File: config.mk
export PLATFORM = sky130hd
export DESIGN_NAME = atm_pin_verifier
export DESIGN_NICKNAME = d
export VERILOG_FILES = /design/src/rtl/atm_pin_verifier.sv
export SDC_FILE = /design/constraint.sdc
export NUM_CORES = 1
export LEC_CHECK = 0
export ABC_AREA = 1
export CELL_PAD_IN_SITES_DETAIL_PLACEMENT = 1
export CELL_PAD_IN_SITES_GLOBAL_PLACEMENT = 2
export CORE_ASPECT_RATIO = 0.75
export CORE_MARGIN = 2
export CORE_UTILIZATION = 25
export CTS_CLUSTER_DIAMETER = 50
export DETAILED_ROUTE_END_ITERATION = 16
export GPL_TIMING_DRIVEN = 0
export PLACE_DENSITY_LB_ADDON = 0.08
export SLEW_MARGIN = 20
export SYNTH_ARGS = -nofsm -noshare
export SYNTH_HDL_FRONTEND = slang
export SYNTH_SLANG_ARGS = --single-unit
File: constraint.sdc
create_clock -name clk -period 3.5 [get_ports clk]
set_input_delay 0.35 -clock clk [delete_from_list [all_inputs] [get_ports clk]]
set_output_delay 0.35 -clock clk [all_outputs]
set_load 0.01 [all_outputs]
File: src/rtl/atm_pin_verifier.sv
// atm_pin_verifier: collects keypad PIN digits and checks them against the
// card's stored PIN. It enforces a retry limit, an inactivity timeout and a
// lockout that keeps the card. It drives pin_correct to the ATM controller.
module atm_pin_verifier #(
   parameter int PIN_DIGITS  = 4,
   parameter int MAX_TRIES   = 3,
   parameter int TIMEOUT_CYC = 1000
) (
   input  logic                    clk,
   input  logic                    rst_n,
   input  logic                    card_inserted,
   input  logic                    key_valid,
   input  logic [3:0]              key_digit,
   input  logic                    key_enter,
   input  logic                    key_clear,
   input  logic [4*PIN_DIGITS-1:0] stored_pin,
   output logic                    pin_correct,
   output logic                    pin_fail,
   output logic                    card_retain,
   output logic [2:0]              tries_left,
   output logic [3:0]              digit_count
);

   localparam int         BW  = 4 * PIN_DIGITS;
   localparam int         TW  = (TIMEOUT_CYC > 1) ? $clog2(TIMEOUT_CYC) : 1;
   localparam logic [3:0] PD4 = 4'(PIN_DIGITS);

   typedef enum logic [2:0] {
      S_IDLE, S_ENTRY, S_VERIFY, S_GRANTED, S_LOCKED
   } state_t;

   state_t          state_q, state_d;
   logic [BW-1:0]   buf_q, buf_d;
   logic [3:0]      cnt_q, cnt_d;
   logic [TW-1:0]   idle_q, idle_d;
   logic [2:0]      tries_q, tries_d;
   logic            fail_q, fail_d;
   logic            correct_q, correct_d;
   logic            retain_q, retain_d;
   logic            do_fail;

   // Next-state logic: card removal beats every key event. A timeout and a
   // VERIFY mismatch share one failure path.
   always_comb begin
      state_d = state_q;
      buf_d   = buf_q;
      cnt_d   = cnt_q;
      idle_d  = idle_q;
      tries_d = tries_q;
      fail_d  = 1'b0;
      do_fail = 1'b0;

      case (state_q)
         S_IDLE: begin
            if (card_inserted) begin
               state_d = S_ENTRY;
               tries_d = 3'(MAX_TRIES);
               buf_d   = '0;
               cnt_d   = '0;
               idle_d  = '0;
            end
         end
         S_ENTRY: begin
            if (!card_inserted) begin
               state_d = S_IDLE;
               buf_d   = '0;
               cnt_d   = '0;
               idle_d  = '0;
            end else if (key_clear) begin
               buf_d  = '0;
               cnt_d  = '0;
               idle_d = '0;
            end else if (key_enter) begin
               state_d = S_VERIFY;
               idle_d  = '0;
            end else if (key_valid) begin
               idle_d = '0;
               // Non-BCD codes and digits past a full buffer are dropped.
               if (key_digit <= 4'd9 && cnt_q < PD4) begin
                  buf_d = (buf_q << 4) | BW'(key_digit);
                  cnt_d = cnt_q + 4'd1;
               end
            end else if (idle_q == TW'(TIMEOUT_CYC - 1)) begin
               do_fail = 1'b1;
            end else begin
               idle_d = idle_q + 1'b1;
            end
         end
         S_VERIFY: begin
            if (!card_inserted) begin
               state_d = S_IDLE;
               buf_d   = '0;
               cnt_d   = '0;
               idle_d  = '0;
            end else if (cnt_q == PD4 && buf_q == stored_pin) begin
               state_d = S_GRANTED;
            end else begin
               do_fail = 1'b1;
            end
         end
         S_GRANTED: begin
            if (!card_inserted) begin
               state_d = S_IDLE;
               buf_d   = '0;
               cnt_d   = '0;
               idle_d  = '0;
            end
         end
         default: ;  // S_LOCKED: only reset leaves
      endcase

      // A failed attempt always wipes the entered digits, also on lockout.
      if (do_fail) begin
         fail_d  = 1'b1;
         tries_d = tries_q - 3'd1;
         buf_d   = '0;
         cnt_d   = '0;
         idle_d  = '0;
         state_d = (tries_d == 3'd0) ? S_LOCKED : S_ENTRY;
      end

      correct_d = (state_d == S_GRANTED);
      retain_d  = (state_d == S_LOCKED);
   end

   // All state and registered outputs; reset also releases a lockout.
   always_ff @(posedge clk or negedge rst_n) begin
      if (!rst_n) begin
         state_q   <= S_IDLE;
         buf_q     <= '0;
         cnt_q     <= '0;
         idle_q    <= '0;
         tries_q   <= '0;
         fail_q    <= 1'b0;
         correct_q <= 1'b0;
         retain_q  <= 1'b0;
      end else begin
         state_q   <= state_d;
         buf_q     <= buf_d;
         cnt_q     <= cnt_d;
         idle_q    <= idle_d;
         tries_q   <= tries_d;
         fail_q    <= fail_d;
         correct_q <= correct_d;
         retain_q  <= retain_d;
      end
   end

   assign pin_correct = correct_q;
   assign pin_fail    = fail_q;
   assign card_retain = retain_q;
   assign tries_left  = tries_q;
   assign digit_count = cnt_q;

endmodule

==> summary by stage <==
Die
For this design the top-level I/O count stands at 36. The placeable core region is 9660 sq um. The initial core utilization is 25.8%. The die covers 10,800 sq um. The floorplan has 31 rows. The die extent in x is 119 microns. The die is 90.5 microns tall.

Layout
Summing all multi-input logic gate instances after layout gives roughly 1300 sq um. The layout cell share with drive strength beyond 1 is 9.02%. The count of nets after finishing is between 400 and 500. The signed area change from the synthesized netlist to the final layout is 27.6%. The count of non-filler cells in the finished layout is 531. The area of all placed cells without fillers is 3180 sq um. The storage element area is 976 sq um.

The repair_antennas step left the layout with diodes totalling 0. The layout has 1,172 filler cells. Cells fill 32.9% of the core in the end.

Yosys
The flop and latch count out of synthesis is 39. The commonest register cell after synthesis is sky130_fd_sc_hd__dfrtp_1. Sorting the synthesized cells by area gives the leading types as sky130_fd_sc_hd__dfrtp_1 (39%), sky130_fd_sc_hd__nand2_1 (19%), sky130_fd_sc_hd__inv_1 (6.6%).

Sequential cells were found to cover between 30% and 40% of the synthesized design area. Synthesis produced approximately 360 cells. In this run the biggest area consumer among cell types represents 39.2% of the synthesized area. In this run, synthesis inferred 0 flip-flops with an integrated enable. The portion of synthesized area spent on multiplexers is 0%. Summing the areas of all compound-gate instances in the mapped netlist gives 5.47% of the synthesized area. sky130_fd_sc_hd__dfrtp_1 takes more of the synthesized area than any other cell. The synthesized netlist devotes 3.87% of its cell area to XOR and XNOR gates. Synthesis produced a netlist with a net count of 386. The count of distinct cell types in the synthesized netlist is 30. The combinational family with the most area after synthesis is simple AND/OR/NAND/NOR gates. Each instance of the synthesized netlist takes up on average around 7 sq um. The adder-cell share of the synthesized area is 2.51%. The post-synthesis instance area is 2490 sq um.

The synthesized netlist devotes between 30% and 40% of its cell area to simple gates. Counting flops with an async set or reset pin after synthesis yields a share of 100%. The synthesis warning total is 0.

Global route
The initial antenna violation count is 0. The total routing resource utilization after global routing is roughly 15%. Entering global routing, the biggest net connects 28 pins. The global route total overflow is 0. The via count of the first global-routing pass was 2,384.

The first global-routing pass estimated about 13,000 microns of wire.

Power and ir drop
The total power divided by cell area is 323 nW/um^2. The largest vdd supply drop is 0.153 mV. The leakage component of the power is 0.00155 uW. Power comes to 1030 uW.

Clock network
The later pin in the worst-skew pair is clocked with a latency of 0.29 ns. For this design, the sink count on the clock tree is 39. The worst-case clock buffer depth is 2.

The tree is rooted in a sky130_fd_sc_hd__clkbuf_16. The H-tree depth is 2. TritonCTS built the clock tree. Buffers inserted during clock tree synthesis total 5. The clock input transition at the sequential cells of the worst setup and hold paths is 0.06 ns.

Setup path
The critical path is of the reg -> reg type. The type of destination of the critical path is a register. The launching element type of the critical path is a register. The data required time of the worst path is 3.66 ns. Along the worst path, the maximum fanout reaches 10. STA puts the critical path data arrival time at 2.21 ns.

STA
The transition time at the pin with the least slew margin is 0.398 ns. The fraction of the cycle the final worst path needs is 58.4%. The hold violation count in the final report is 0. Setup repair after global routing left no endpoint under its margin. The worst clock skew is around 0.0043 ns. Setup violations remaining at the end of the flow were counted as 0. The worst path in the final design needs a cycle of 2.04 ns, including I/O delays and setup. The maximum clock rate is 489 MHz. The final max-slew violation count is 0. Adding up every negative setup slack in the final design gives 0 ns. Headroom to the max-slew limit came out at 73.3%.

Detailed routing
In this run the remaining antenna-violating nets after routing total 0. The number of vias in the routed layout is 2,266. In the detailed route, the total length drawn on met2 is 3060 microns.

The iteration count of the initial detailed-routing pass is 4. The via density per instance is 4.27. For this block, wires on met1 add up to about 4200 microns. After detailed routing, the average wire length per cell comes to 14.1 microns. The count of routing violations after the opening detailed-route iteration is 53.

The post-detailed-routing wire length is 7490 microns. Routed signal wires occupy layers up through met4. The post-detailed-route DRC marker count is 0. The routed design uses 195 microns of met3 wire.

Status
The run finished with clean final reports.

Placement
The placed wire-length estimate is 5680 microns. The number of instances in the placed design is between 500 and 600. Summing all placed instances gives a cell area of 3010 sq um. The count of buffers inserted at the top-level ports is 34. The congestion estimate from routability-driven global placement came to 0.725.

Run
Across the run, the number of max-cap violations was 0.

Min path
The worst hold path class is in -> reg.
worst paths after layout:
check,slack [ns],endpoint,startpoint,cells after the start
min in group asynchronous,0.50,idle_q[6],rst_n,2
setup / recovery,1.46,pin_correct,digit_count[0],11
setup reg to reg,1.46,pin_correct,digit_count[0],11
hold / removal,0.38,idle_q[9],card_inserted,3
hold reg to reg,0.49,buf_q[12],buf_q[12],2
max in group asynchronous,2.52,buf_q[1],rst_n,3
worst max-delay path, cell delays in order, from the launching register on:
cell and delay, ns:
sky130_fd_sc_hd__dfrtp_1 0.43, sky130_fd_sc_hd__inv_1 0.10, sky130_fd_sc_hd__ha_1 0.16, sky130_fd_sc_hd__nand3_1 0.09, sky130_fd_sc_hd__nor2_1 0.12, sky130_fd_sc_hd__nand2_1 0.06, sky130_fd_sc_hd__nor2_1 0.12, sky130_fd_sc_hd__nand3_1 0.14
sky130_fd_sc_hd__nand2_4 0.17, sky130_fd_sc_hd__inv_2 0.06, sky130_fd_sc_hd__buf_2 0.20, sky130_fd_sc_hd__nor4_1 0.28
cells by family (layout without fill, tap and decap cells):
kind of cell	Yosys count	after routing
flip-flops	39	39
AO/OA/AOI/OAI	20	20
buffers and inverters	59	103
AND/OR/NAND/NOR	221	221
XOR/XNOR	11	11
adder cells (fa/ha/maj)	5	5
cell usage in the layout (no fill, tap or decap), types with 2 or more instances in the layout:
| cell type | instances |
|---|---|
| sky130_fd_sc_hd__o21ai_1 | 3 |
| sky130_fd_sc_hd__nand2_1 | 129 |
| sky130_fd_sc_hd__clkdlybuf4s50_1 | 33 |
| sky130_fd_sc_hd__buf_4 | 3 |
| sky130_fd_sc_hd__clkbuf_8 | 2 |
| sky130_fd_sc_hd__nor2_4 | 3 |
| sky130_fd_sc_hd__buf_6 | 2 |
| sky130_fd_sc_hd__nand2_2 | 3 |
| sky130_fd_sc_hd__buf_2 | 6 |
| sky130_fd_sc_hd__xnor2_1 | 7 |
| sky130_fd_sc_hd__nor3_1 | 6 |
| sky130_fd_sc_hd__nand3_1 | 27 |
| sky130_fd_sc_hd__a21oi_1 | 3 |
| sky130_fd_sc_hd__dfrtp_1 | 39 |
| sky130_fd_sc_hd__inv_2 | 5 |
| sky130_fd_sc_hd__clkbuf_16 | 5 |
| sky130_fd_sc_hd__inv_1 | 44 |
| sky130_fd_sc_hd__nand4_1 | 6 |
| sky130_fd_sc_hd__xor2_1 | 4 |
| sky130_fd_sc_hd__o31ai_1 | 5 |
| sky130_fd_sc_hd__o21ai_0 | 5 |
| sky130_fd_sc_hd__ha_1 | 5 |
| sky130_fd_sc_hd__nor2_1 | 41 |
report_power, final:
part	internal, uW	switching [uW]	leakage, uW	total (uW)
registers	453	2.04	0.000517	455
clock network	304	196	0.0000772	500
logic	38.1	35.3	0.000954	73.4
stage by stage:
step           hold WS [ns]  setup slack [ns]
3_5_place_dp          0.274              1.14
2_1_floorplan        0.0544              1.79
3_3_place_gp          0.480             0.855
6_report              0.384              1.46
5_1_grt               0.415              1.18
4_1_cts               0.386              1.39
registers in the layout, summed over array words and instances, names as in the netlist:
register and cells:
buf_q 16, card_retain 1, digit_count 4, idle_q 10
pin_correct 1, pin_fail 1, state_q 3, tries_left 3
final cells by class:
type / count / share of cell area, %
Sequential cell: 39 / 30.7
Clock buffer: 8 / 4.92
Inverter: 49 / 5.79
Multi-Input combinational cell: 257 / 39.7
Tap cell: 132 / 5.19
Buffer: 10 / 2.20
Timing Repair Buffer: 36 / 11.5
synthesized netlist by cell type (4+ instances only):
cell type                   n
sky130_fd_sc_hd__o21ai_0    5
sky130_fd_sc_hd__xor2_1     4
sky130_fd_sc_hd__dfrtp_1   39
sky130_fd_sc_hd__o31ai_1    5
sky130_fd_sc_hd__nand2_1  129
sky130_fd_sc_hd__inv_1     44
sky130_fd_sc_hd__nand4_1    6
sky130_fd_sc_hd__nor2_1    41
sky130_fd_sc_hd__inv_2      5
sky130_fd_sc_hd__nand3_1   27
sky130_fd_sc_hd__nor3_1     6
sky130_fd_sc_hd__xnor2_1    7
sky130_fd_sc_hd__buf_2      5
sky130_fd_sc_hd__ha_1       5
what timing repair did:
action / in CTS / in global routing
hold endpoints to repair: 12 / 0
buffers inserted: 0 / 0
hold buffers: 1 / 0
gates resized for setup: 0 / 0
metal layers:
layer  up-vias  GRT usage, %
li1       1183             -
met1      1055          22.4
met2        24          21.8
met3         4          3.28
met4         0          2.65
met5         -             0
Power figures use the tool's default switching activity.
==> RTL change 1 (same settings) <==
The 5 states of `state_t` get a one-hot encoding in 5 bits.
--- a/src/rtl/atm_pin_verifier.sv
+++ b/src/rtl/atm_pin_verifier.sv
@@ -25,8 +25,8 @@
    localparam int         TW  = (TIMEOUT_CYC > 1) ? $clog2(TIMEOUT_CYC) : 1;
    localparam logic [3:0] PD4 = 4'(PIN_DIGITS);
 
-   typedef enum logic [2:0] {
-      S_IDLE, S_ENTRY, S_VERIFY, S_GRANTED, S_LOCKED
+   typedef enum logic [4:0] {
+      S_IDLE = 5'b00001, S_ENTRY = 5'b00010, S_VERIFY = 5'b00100, S_GRANTED = 5'b01000, S_LOCKED = 5'b10000
    } state_t;
 
    state_t          state_q, state_d;
Function: no difference found for any inputs over 10 cycles, from zero or initial values and one cycle with rst_n low; not proved beyond that.
==> RTL change 1 against the unedited design <==
Worst setup slack got worse by 93 ps. Wire length rose by 21%. Synthesized cell count rose by 15%. Sequential cell count rose by 2. Final area rose by 10%. Area after synthesis rose by 12%. Via count rose by 17%. First-iteration DRC count rose by 110%. Power rose by 8.7%. Critical endpoint is now buf_q[6]$_DFFE_PN0P_. Highest routed layer unchanged.
==> RTL change 1: results (changes against the unedited design) <==
stage,metric,value,unit,change
yosys,synthCells,407,,was 355
power_and_ir_drop,power_leakage,1.73,nW,was 1.55 nW
yosys,synth_commonest_cells,"135 x nand2_1, 56 x inv_1, 42 x nand3_1, 40 x dfrtp_1, 29 x nor2_1",,"was 129 x nand2_1, 44 x inv_1, 41 x nor2_1, 39 x dfrtp_1, 27 x nand3_1"
layout,num-nonclk-inverters,60,,was 49
layout,num-clock-buffers,7,,was 8
yosys,synthDistinctLibCells,29,,was 30
global_route,groute.layer.met3.usage,3.25,%,was 3.28%
layout,sequential_cell_area,1030,um^2,was 976 um^2
layout,multi_input_area,1450,um^2,was 1260 um^2
run_status,run_status,"finished, final reports clean",,unchanged
detailed_routing,detailroute.wirelength.met2,3390,um,was 3060 um
yosys,top_area_cells_in_the_synthesized_netlist,"dfrtp_1 36%, nand2_1 18%, inv_1 7.6%",,"was dfrtp_1 39%, nand2_1 19%, inv_1 6.6%"
global_route,grt_pass1_vias,2772,,was 2384
detailed_routing,route.final.wire_length,9060,um,was 7490 um
yosys,post_synthesis_compound_gate_area_fraction,7.78,%,was 5.47%
layout,comb.multi_input.count,295,,was 257
power_and_ir_drop,pg_comb,0.0813,mW,was 0.0734 mW
placed_design,place.detailed.hpwl,7080,um,was 5680 um
detailed_routing,wl_met1,5300,um,was 4190 um
layout,n_fill_cell,1409,,was 1172
power_and_ir_drop,sequentialPower,0.479,mW,was 0.455 mW
worst_hold_path,min_delay_path_depth,2,,was 3
worst_hold_path,min_path_type,reg2reg,,was in2reg
layout,num-nets-final,482,,was 429
global_route,use_met1,25.8,%,was 22.4%
setup_path,critPathSlowestCell,clkdlybuf4s50_1,,was dfrtp_1
timing,worst-slew-pin-transition,480,ps,was 398 ps
global_route,pin_count_of_the_biggest_net_entering_global_routing,29,,was 28
==> RTL change 1: stage by stage <==
stage	area, um^2	hold slack, ps	setup slack (ps)
floorplan	2780	54.4	1770
global placement	3310	483	765
detailed placement	3320	291	1050
CTS	3500	498	1310
global route	3500	549	1090
finish	3500	491	1360
==> RTL change 1: how the worst max path moves through the flow <==
stage | from | to | slack [ps] | cells past startpoint
floorplan | digit_count[0]$_DFFE_PN0P_ | buf_q[15]$_DFFE_PN0P_ | 1770 | 13
global placement | rst_n | pin_correct$_DFF_PN0_ | 760 | 1
detailed placement | card_inserted | buf_q[7]$_DFFE_PN0P_ | 1050 | 10
CTS | digit_count[0]$_DFFE_PN0P_ | idle_q[4]$_DFFE_PN0P_ | 1310 | 12
global route | digit_count[0]$_DFFE_PN0P_ | idle_q[1]$_DFFE_PN0P_ | 1090 | 12
finish | card_inserted | buf_q[6]$_DFFE_PN0P_ | 1360 | 10
==> RTL change 2 (config.mk and constraints unchanged) <==
Made on the original files. Set the parameter `PIN_DIGITS` to 5 (it was 4).
--- a/src/rtl/atm_pin_verifier.sv
+++ b/src/rtl/atm_pin_verifier.sv
@@ -2,7 +2,7 @@
 // card's stored PIN. It enforces a retry limit, an inactivity timeout and a
 // lockout that keeps the card. It drives pin_correct to the ATM controller.
 module atm_pin_verifier #(
-   parameter int PIN_DIGITS  = 4,
+   parameter int PIN_DIGITS  = 5,
    parameter int MAX_TRIES   = 3,
    parameter int TIMEOUT_CYC = 1000
 ) (
Interface: changed (resized stored_pin); port bits go from 36 to 40. No check against the original RTL was run, so the function may have changed too.
==> RTL change 2 against the unedited design <==
Clock power down 2%. Area after synthesis rose by 21%. Non-clock buffer count is 11 higher. Sequential cell count increased by 4. Final area up 18%. Core utilization decreased by 0.75 points. Worst setup slack worse by 120 ps. Power is 4.5% higher. Wire length grew 19%. Critical path type is now in2reg. Critical endpoint is now tries_left[1]$_DFFE_PN0P_. Highest routed layer unchanged.
==> RTL change 2: results (changes against the unedited design) <==
stage,metric,value,unit,change
timing,worst-slew-pin-transition,630,ps,was 398 ps
timing,fin_worst_hold_slack,56.5,ps,was 384 ps
worst_hold_path,min_path_type,in2async,,was in2reg
setup_path,cp-endpoint,tries_left[1]$_DFFE_PN0P_,,was pin_correct$_DFF_PN0_
placed_design,place_area,3620,um^2,was 3010 um^2
yosys,synthDistinctLibCells,36,,was 30
yosys,synth_sequential_area_ratio,35.6,%,was 39.2%
run_status,run_status,"finished, final reports clean",,unchanged
yosys,top_area_cells_in_the_synthesized_netlist,"dfrtp_1 36%, nand2_1 16%, nand3_2 6.6%",,"was dfrtp_1 39%, nand2_1 19%, inv_1 6.6%"
setup_path,r2r_start,digit_count[1]$_DFFE_PN0P_,,was digit_count[0]$_DFFE_PN0P_
global_route,groute.layer.met2.usage,20.4,%,was 21.8%
placed_design,globalplace.congestion,0.752,,was 0.725
timing,timing.clock.skew,3.35,ps,was 4.26 ps
global_route,grt_pass1_wl,14900,um,was 12600 um
power_and_ir_drop,ir_drop,152,uV,was 153 uV
global_route,gr-usage-all-layers,14.8,%,was 14.9%
power_and_ir_drop,power_leakage,1.74,nW,was 1.55 nW
setup_path,data_arrival_time_at_the_worst_slack_endpoint,2320,ps,was 2210 ps
detailed_routing,detailroute.wirelength.met2,3550,um,was 3060 um
yosys,synth_commonest_cells,"127 x nand2_1, 51 x nor2_1, 49 x inv_1, 43 x dfrtp_1, 24 x nand4_1",,"was 129 x nand2_1, 44 x inv_1, 41 x nor2_1, 39 x dfrtp_1, 27 x nand3_1"
layout,num-nets-final,490,,was 429
detailed_routing,wl_met1,5010,um,was 4190 um
global_route,groute.layer.met3.usage,2.53,%,was 3.28%
placed_design,port-buffer-count,38,,was 34
placed_design,place.detailed.hpwl,6850,um,was 5680 um
layout,layout.cells.non_filler,616,,was 531
global_route,grt_pass1_vias,2781,,was 2384
## RTL change 2: report_power, final
| group | total [mW] | switching (mW) | internal (mW) |
|---|---|---|---|
| combinational | 0.0871 | 0.0462 | 0.0409 |
| sequential | 0.498 | 0.000848 | 0.497 |
| clock | 0.489 | 0.210 | 0.280 |
| total | 1.07 | 0.257 | 0.818 |
## RTL change 2: logic make-up (layout without fill, tap and decap cells)
| group | after synthesis | after routing | share of synthesized area (%) |
|---|---|---|---|
| fa+ha+maj | 6 | 6 | 2.48 |
| simple gates | 257 | 257 | 43.6 |
| xor+xnor | 13 | 13 | 3.77 |
| compound gates | 18 | 18 | 3.40 |
| buf+inv | 71 | 117 | 11.2 |
| flops | 43 | 43 | 35.6 |
## RTL change 2: area by class of cell
cell class,instances,area (um^2)
clock inverter,1,5.00
inverter,53,204
buffer,18,134
multi-input combinational,294,1610
sequential,43,1080
tap,162,203
timing repair buffer,39,395
clock buffer,6,139
fill,1412,7940
